==> config.mk <==
export PLATFORM = sky130hd
export DESIGN_NAME = seg7_mux_sniffer_flat
export DESIGN_NICKNAME = d
export VERILOG_FILES = /design/src/rtl/seg7_mux_sniffer_if.sv /design/src/rtl/seg7_mux_sniffer.sv /design/src/flat_wrapper.sv
export SDC_FILE = /design/constraint.sdc
export NUM_CORES = 1
export LEC_CHECK = 0
export BUFFER_PORTS_ARGS = -buffer_cell sky130_fd_sc_hd__buf_2
export CORE_MARGIN = 3
export CORE_UTILIZATION = 60
export DETAILED_ROUTE_END_ITERATION = 10
export GPL_TIMING_DRIVEN = 1
export PLACE_DENSITY_LB_ADDON = 0.25
export SKIP_CTS_REPAIR_TIMING = 1
export SLEW_MARGIN = 5
export SYNTH_ARGS = -nofsm -noshare
export SYNTH_HDL_FRONTEND = slang
export SYNTH_SLANG_ARGS = --single-unit
==> constraint.sdc <==
create_clock -name clk -period 3 [get_ports clk]
set_input_delay 0.45 -clock clk [delete_from_list [all_inputs] [get_ports clk]]
set_output_delay 0.45 -clock clk [all_outputs]
set_load 0.01 [all_outputs]
==> src/rtl/seg7_mux_sniffer_if.sv <==
// Bundle for the multiplexed 7-segment receive side: raw display lines in,
// reconstructed two-digit value out.
interface seg7_mux_sniffer_if;
  logic [7:0] seg_in;
  logic [1:0] com_in;
  logic       seg_pol;
  logic       com_pol;
  logic [3:0] digit1;
  logic [3:0] digit10;
  logic       digit10_blank;
  logic [6:0] value_bin;
  logic       valid;
  logic       update;
  logic       seg_err;

  modport master (
    output seg_in, com_in, seg_pol, com_pol,
    input  digit1, digit10, digit10_blank, value_bin, valid, update, seg_err
  );

  modport slave (
    input  seg_in, com_in, seg_pol, com_pol,
    output digit1, digit10, digit10_blank, value_bin, valid, update, seg_err
  );
endinterface

==> src/rtl/seg7_mux_sniffer.sv <==
// Sniffs a two-digit multiplexed 7-segment display and rebuilds the shown
// value (0..99) with per-digit stability filtering and blank/idle detection.
module seg7_mux_sniffer #(
  parameter int unsigned STABLE_CNT   = 4,
  parameter int unsigned TENS_TIMEOUT = 256,
  parameter int unsigned IDLE_TIMEOUT = 4096
) (
  input logic               clk,
  input logic               rst,
  seg7_mux_sniffer_if.slave bus
);
  localparam int unsigned SW = $clog2(STABLE_CNT + 1);
  localparam int unsigned GW = $clog2(TENS_TIMEOUT + 1);
  localparam int unsigned IW = $clog2(IDLE_TIMEOUT + 1);
  localparam logic [SW-1:0] STAB_MAX = SW'(STABLE_CNT);
  localparam logic [GW-1:0] GAP_MAX  = GW'(TENS_TIMEOUT);
  localparam logic [IW-1:0] IDLE_MAX = IW'(IDLE_TIMEOUT);

  typedef enum logic [1:0] {S_IDLE = 2'd0, S_ACQUIRE = 2'd1, S_LOCKED = 2'd2} state_t;

  state_t        state_q, state_d;
  logic [6:0]    seg_s1_q, seg_s1_d, seg_s2_q, seg_s2_d;
  logic [1:0]    com_s1_q, com_s1_d, com_s2_q, com_s2_d;
  logic [1:0]    pol_s1_q, pol_s1_d, pol_s2_q, pol_s2_d;
  logic [6:0]    last_u_q, last_u_d, last_t_q, last_t_d;
  logic [SW-1:0] stab_u_q, stab_u_d, stab_t_q, stab_t_d;
  logic [GW-1:0] gap_q, gap_d;
  logic [IW-1:0] idle_q, idle_d;
  logic [3:0]    digit1_q, digit1_d, digit10_q, digit10_d;
  logic [6:0]    value_q, value_d;
  logic          blank_q, blank_d, seg_err_q, seg_err_d;
  logic          valid_q, valid_d, valid_dly_q, valid_dly_d, update_q, update_d;

  logic [6:0] seg_n;
  logic [1:0] com_n;
  logic [4:0] dec;
  logic       smp_u, smp_t, commit_u, commit_t, idle_to, blank_evt;

  // {valid, bcd}; several digits have two accepted segment renderings
  function automatic logic [4:0] decode(input logic [6:0] c);
    case (c)
      7'h3F:        decode = {1'b1, 4'd0};
      7'h06:        decode = {1'b1, 4'd1};
      7'h5B:        decode = {1'b1, 4'd2};
      7'h4F:        decode = {1'b1, 4'd3};
      7'h66:        decode = {1'b1, 4'd4};
      7'h6D:        decode = {1'b1, 4'd5};
      7'h7D, 7'h7C: decode = {1'b1, 4'd6};
      7'h07, 7'h27: decode = {1'b1, 4'd7};
      7'h7F:        decode = {1'b1, 4'd8};
      7'h6F, 7'h67: decode = {1'b1, 4'd9};
      default:      decode = 5'b0_0000;
    endcase
  endfunction

  always_comb begin
    seg_s1_d = bus.seg_in[6:0];
    seg_s2_d = seg_s1_q;
    com_s1_d = bus.com_in;
    com_s2_d = com_s1_q;
    pol_s1_d = {bus.seg_pol, bus.com_pol};
    pol_s2_d = pol_s1_q;

    seg_n = seg_s2_q ^ {7{~pol_s2_q[1]}};
    com_n = com_s2_q ^ {2{~pol_s2_q[0]}};
    smp_u = (com_n == 2'b01);
    smp_t = (com_n == 2'b10);
    dec   = decode(seg_n);

    idle_d = idle_q;
    if (com_n != 2'b00)        idle_d = '0;
    else if (idle_q != IDLE_MAX) idle_d = idle_q + 1'b1;
    idle_to = (state_q != S_IDLE) && (idle_d == IDLE_MAX);

    last_u_d = last_u_q;
    stab_u_d = stab_u_q;
    if (smp_u) begin
      if (seg_n != last_u_q) begin
        last_u_d = seg_n;
        stab_u_d = SW'(1);
      end else if (stab_u_q != STAB_MAX) begin
        stab_u_d = stab_u_q + 1'b1;
      end
    end
    last_t_d = last_t_q;
    stab_t_d = stab_t_q;
    if (smp_t) begin
      if (seg_n != last_t_q) begin
        last_t_d = seg_n;
        stab_t_d = SW'(1);
      end else if (stab_t_q != STAB_MAX) begin
        stab_t_d = stab_t_q + 1'b1;
      end
    end
    // commit only on the sample that lands the counter on its saturation value
    commit_u = smp_u && !idle_to && (stab_u_q != STAB_MAX) && (stab_u_d == STAB_MAX);
    commit_t = smp_t && !idle_to && (stab_t_q != STAB_MAX) && (stab_t_d == STAB_MAX);

    gap_d = gap_q;
    if (smp_t)                          gap_d = '0;
    else if (smp_u && gap_q != GAP_MAX) gap_d = gap_q + 1'b1;
    blank_evt = (gap_q != GAP_MAX) && (gap_d == GAP_MAX);

    digit1_d  = digit1_q;
    digit10_d = digit10_q;
    blank_d   = blank_q;
    seg_err_d = seg_err_q;
    if (commit_u) begin
      if (dec[4]) digit1_d = dec[3:0];
      else        seg_err_d = 1'b1;
    end
    if (commit_t) begin
      if (dec[4]) begin
        digit10_d = dec[3:0];
        blank_d   = 1'b0;
      end else begin
        seg_err_d = 1'b1;
      end
    end else if (blank_evt) begin
      digit10_d = '0;
      blank_d   = 1'b1;
    end

    state_d = state_q;
    case (state_q)
      S_IDLE:    if (smp_u || smp_t) state_d = S_ACQUIRE;
      S_ACQUIRE: if (commit_u)       state_d = S_LOCKED;
      default:   state_d = state_q;
    endcase
    if (idle_to) begin
      state_d  = S_IDLE;
      stab_u_d = '0;
      stab_t_d = '0;
      gap_d    = '0;
    end

    valid_d     = (state_d == S_LOCKED);
    value_d     = ({3'b000, digit10_q} * 7'd10) + {3'b000, digit1_q};
    valid_dly_d = valid_q;
    update_d    = valid_q && ((value_d != value_q) || !valid_dly_q);
  end

  always_ff @(posedge clk) begin
    if (rst) begin
      state_q     <= S_IDLE;
      seg_s1_q    <= '0;
      seg_s2_q    <= '0;
      com_s1_q    <= '0;
      com_s2_q    <= '0;
      pol_s1_q    <= '0;
      pol_s2_q    <= '0;
      last_u_q    <= '0;
      last_t_q    <= '0;
      stab_u_q    <= '0;
      stab_t_q    <= '0;
      gap_q       <= '0;
      idle_q      <= '0;
      digit1_q    <= '0;
      digit10_q   <= '0;
      value_q     <= '0;
      blank_q     <= 1'b0;
      seg_err_q   <= 1'b0;
      valid_q     <= 1'b0;
      valid_dly_q <= 1'b0;
      update_q    <= 1'b0;
    end else begin
      state_q     <= state_d;
      seg_s1_q    <= seg_s1_d;
      seg_s2_q    <= seg_s2_d;
      com_s1_q    <= com_s1_d;
      com_s2_q    <= com_s2_d;
      pol_s1_q    <= pol_s1_d;
      pol_s2_q    <= pol_s2_d;
      last_u_q    <= last_u_d;
      last_t_q    <= last_t_d;
      stab_u_q    <= stab_u_d;
      stab_t_q    <= stab_t_d;
      gap_q       <= gap_d;
      idle_q      <= idle_d;
      digit1_q    <= digit1_d;
      digit10_q   <= digit10_d;
      value_q     <= value_d;
      blank_q     <= blank_d;
      seg_err_q   <= seg_err_d;
      valid_q     <= valid_d;
      valid_dly_q <= valid_dly_d;
      update_q    <= update_d;
    end
  end

  assign bus.digit1        = digit1_q;
  assign bus.digit10       = digit10_q;
  assign bus.digit10_blank = blank_q;
  assign bus.value_bin     = value_q;
  assign bus.valid         = valid_q;
  assign bus.update        = update_q;
  assign bus.seg_err       = seg_err_q;
endmodule

==> src/flat_wrapper.sv <==
// flat-port wrapper written by rule: the top's interface ports become plain ports
module seg7_mux_sniffer_flat 
#(
  parameter int unsigned STABLE_CNT   = 4,
  parameter int unsigned TENS_TIMEOUT = 256,
  parameter int unsigned IDLE_TIMEOUT = 4096
)
  (clk, rst, bus_seg_in, bus_com_in, bus_seg_pol, bus_com_pol, bus_digit1, bus_digit10, bus_digit10_blank, bus_value_bin, bus_valid, bus_update, bus_seg_err);
  seg7_mux_sniffer_if bus_i ();
  input logic clk;
  input logic rst;
  input wire logic [$bits(bus_i.seg_in)-1:0] bus_seg_in;
  input wire logic [$bits(bus_i.com_in)-1:0] bus_com_in;
  input wire logic [$bits(bus_i.seg_pol)-1:0] bus_seg_pol;
  input wire logic [$bits(bus_i.com_pol)-1:0] bus_com_pol;
  output wire logic [$bits(bus_i.digit1)-1:0] bus_digit1;
  output wire logic [$bits(bus_i.digit10)-1:0] bus_digit10;
  output wire logic [$bits(bus_i.digit10_blank)-1:0] bus_digit10_blank;
  output wire logic [$bits(bus_i.value_bin)-1:0] bus_value_bin;
  output wire logic [$bits(bus_i.valid)-1:0] bus_valid;
  output wire logic [$bits(bus_i.update)-1:0] bus_update;
  output wire logic [$bits(bus_i.seg_err)-1:0] bus_seg_err;
  assign bus_i.seg_in = bus_seg_in;
  assign bus_i.com_in = bus_com_in;
  assign bus_i.seg_pol = bus_seg_pol;
  assign bus_i.com_pol = bus_com_pol;
  assign bus_digit1 = bus_i.digit1;
  assign bus_digit10 = bus_i.digit10;
  assign bus_digit10_blank = bus_i.digit10_blank;
  assign bus_value_bin = bus_i.value_bin;
  assign bus_valid = bus_i.valid;
  assign bus_update = bus_i.update;
  assign bus_seg_err = bus_i.seg_err;
  seg7_mux_sniffer #(.STABLE_CNT(STABLE_CNT), .TENS_TIMEOUT(TENS_TIMEOUT), .IDLE_TIMEOUT(IDLE_TIMEOUT)) u_core (.clk(clk), .rst(rst), .bus(bus_i));
endmodule
==> results.md <==
- Asr flop ratio synth: 0%
- Crit path required time: 3.24 ns
- Vias in the first global route: 3504
- TNS Setup: 0 ns
- Synth Register Bits: 86
- Starting Density: 63.15%
- Initial antenna violation count: 0
- Reg-to-reg startpoint: u_core.pol_s2_q[0]
- Max frequency: 0.3635 GHz
- Final HPWL DP: 6.674 mm
- Routability cong.: 0.8597
- Register area share after synthesis: 36.80%
- Detailed Route Iter0 Violations: 173
- N_diodes: 0
- Final setup margin: 0.2491 ns
- Clock Path Buffers: 2
- Worst path arrival time: 2.99 ns
- Cell Pwr Density: 436.9 nW/um^2
- Number of distinct library cells after synthesis: 69
- Area Overhead vs Synth: 7.435%
- RSZ-0062 raised after global routing: no
- Synth top area cells: dfxtp_1 (37%), xnor2_1 (8.2%), nor2b_1 (4.9%)
- Reg2reg path depth: 9
- EDFF count, synth: 0
- Slew Viols, Final: 0
- CP cell instances: xor2_1 -> ha_1 -> and4_1 -> nand3_1 -> xor2_1 -> nor4b_1 -> a31oi_1 -> and2_1 -> mux2_4
- Num CTS Buffers: 9
- Critical-path top delay cell: nor4b_1
- CP dominant cell by count: xor2_1
- DRC: 0
- Final Setup Violations: 0
- Lkg Pwr: 0.001961 uW
- Number of cells on the critical path: 9
- Vias: 3689
- Yosys top cell area share: 36.80%
- Setup crit end kind: flip-flop
- Reg clk slew, reported paths: 0.08 ns
- Synth cell count leaders: dfxtp_1 (86), nor2_1 (60), xnor2_1 (44)
- Cell count after placement: 637
- Core Box Area: 7408 sq um
- Port Buffers: 31
- Final cell count without fillers: 653
- Final Hold Fails: 0
- Hold WS: 0.3032 ns
- Measured slew at the worst slew-check pin: 0.6095 ns
- Hold Crit Depth: 2
- Syn Nets: 565
- Post-Syn Area: 4678 sq um
- Syn Inst Count: 532
- Area of the die: 8892 sq um
- Reg2reg end: u_core.bus.digit10[0]
- Synth Warn #: 0
- Worst Setup SP: u_core.pol_s2_q[0]
- ANT nets after route: 0
- # IOs: 33
- Yosys top cell by area: dfxtp_1
- Worst slew margin: 59.12%
- Clock Skew: 0.01636 ns
- H-tree depth: 3
- Max_cap viols: 0
- First-pass GRT wire length: 15.44 mm
- CP endpoint: u_core.bus.digit10[0]
- Post-Route WL: 9.154 mm
- Worst Setup Path Type: reg -> reg
- Most frequent cell after synthesis: dfxtp_1
- Remaining Overflow, GRT: 0
- CP max FO: 9
- Average size of a mapped cell: 8.794 sq um
- Via density: 5.649
- Max incr delay on CP: 0.39 ns
- Period Utilization, post-route: 91.70%
- Tmin final: 2.751 ns
- CP startpoint kind: flip-flop
- Outcome: finished, final reports clean
- TritonRoute pass-1 iters: 4
- Clk sinks: 86
- CP top delay family: simple AND/OR/NAND/NOR gates
- Final nets: 582
- Worst skew pair latency: 0.36 ns
- Buffers and inverters on the worst path: 0
- Largest net degree at the start of global routing: 48
- Layout cells sized above 1: 12.82%
- # rows: 31
- Hold WC Path Type: in -> reg
- GR Util All Layers: 21.36%
- CTS root buffer: clkbuf_8
- Main flop type after synthesis: dfxtp_1
- Die height: 94.30 um
- CTS tree: yes
- Avg WL per Cell: 14.02 um
- Dpl ws: 0.2597 ns
- Peak supply drop: 0.3674 mV
- Die X-Extent: 94.30 um
- Reg2reg setup slack: 0.25 ns
per-layer routing:
metal	track usage, %	routed length, um	vias up	share of wire (%)
met1	26.71	4184	1737	46
li1	-	-	1876	-
met4	6.498	113	0	1.2
met5	0	0	-	0
met2	37.06	4536	64	50
met3	4.247	319	12	3.5
flip-flops by register name, summed over array words and instances, names as in the netlist:
signal and flops:
u_core.pol_s2_q 2, u_core.last_u_q 7, u_core.idle_q 13, u_core.bus.digit10 4, u_core.bus.digit10_blank 1, u_core.bus.value_bin 7, u_core.valid_dly_q 1, u_core.last_t_q 7
u_core.bus.valid 1, u_core.com_s1_q 2, u_core.seg_s2_q 7, u_core.seg_s1_q 7, u_core.pol_s1_q 2, u_core.com_s2_q 2, u_core.stab_t_q 3, u_core.bus.digit1 4
u_core.stab_u_q 3, u_core.bus.update 1, u_core.state_q 2, u_core.gap_q 9, u_core.bus.seg_err 1
stage by stage:
step / utilization, % / area (sq um) / total power, uW
2_1_floorplan: - / 4678 / 1412
3_3_place_gp: 65.33 / 4840 / 1449
3_5_place_dp: 65.33 / 4840 / 1459
4_1_cts: 67.84 / 5026 / 2214
5_1_grt: 67.84 / 5026 / 2282
6_report: 67.84 / 5026 / 2196
placed cells by master (no fill, tap or decap), types with 3 or more instances in the layout:
cell type,Yosys,layout
a211oi_1,4,4
or2_2,4,4
nor3_1,11,11
or3_1,10,10
clkinvlp_4,0,3
nand3_1,18,18
nor2b_1,37,37
buf_2,13,31
and3_1,4,4
buf_4,3,5
a21oi_1,22,22
nor4b_1,3,3
dfxtp_1,86,86
nand2_1,28,28
nor3b_1,4,4
inv_1,20,20
xnor2_1,44,44
o21ai_0,8,8
nor2_1,60,60
xor2_1,12,12
clkbuf_8,0,11
o21ai_1,3,3
nor4_1,5,5
mux2i_1,20,20
a21o_1,4,4
a31oi_1,5,5
or4_1,4,4
nand4_1,14,14
nand2b_1,5,5
ha_1,17,17
how the worst min path moves through the flow:
stage               slack, ns          startpoint                 end
floorplan                0.41  u_core.com_s1_q[0]  u_core.com_s2_q[0]
global placement         0.42  u_core.seg_s1_q[6]  u_core.seg_s2_q[6]
detailed placement       0.43  u_core.seg_s1_q[6]  u_core.seg_s2_q[6]
CTS                      0.29       bus_seg_in[3]  u_core.seg_s1_q[3]
global route             0.29       bus_com_in[1]  u_core.com_s1_q[1]
finish                   0.30       bus_seg_in[3]  u_core.seg_s1_q[3]
cells by family (layout without fill, tap and decap cells):
kind of cell | count (synthesis) | count (layout) | synth area share [%]
buf+inv | 51 | 73 | 5.001
flops | 86 | 86 | 36.80
simple gates | 225 | 225 | 26.69
mux | 22 | 22 | 4.841
xor+xnor | 56 | 56 | 10.48
fa+ha+maj | 20 | 20 | 5.616
compound gates | 72 | 72 | 10.56
power by group:
| group | total (uW) | internal [uW] | switching [uW] |
|---|---|---|---|
| Sequential | 1210 | 1180 | 38.5 |
| Combinational | 219 | 103 | 116 |
| Clock | 762 | 348 | 414 |
| Total | 2200 | 1630 | 568 |
area by class of cell:
cell class                      count  area (sq um)
Timing Repair Buffer               36         192.7
Multi-Input combinational cell    395          2723
Clock inverter                      4         31.28
Clock buffer                       12         155.1
Inverter                           21         78.83
Fill cell                         601          2382
Sequential cell                    86          1722
Tap cell                           99         123.9
(Power assumes the default switching activity.)
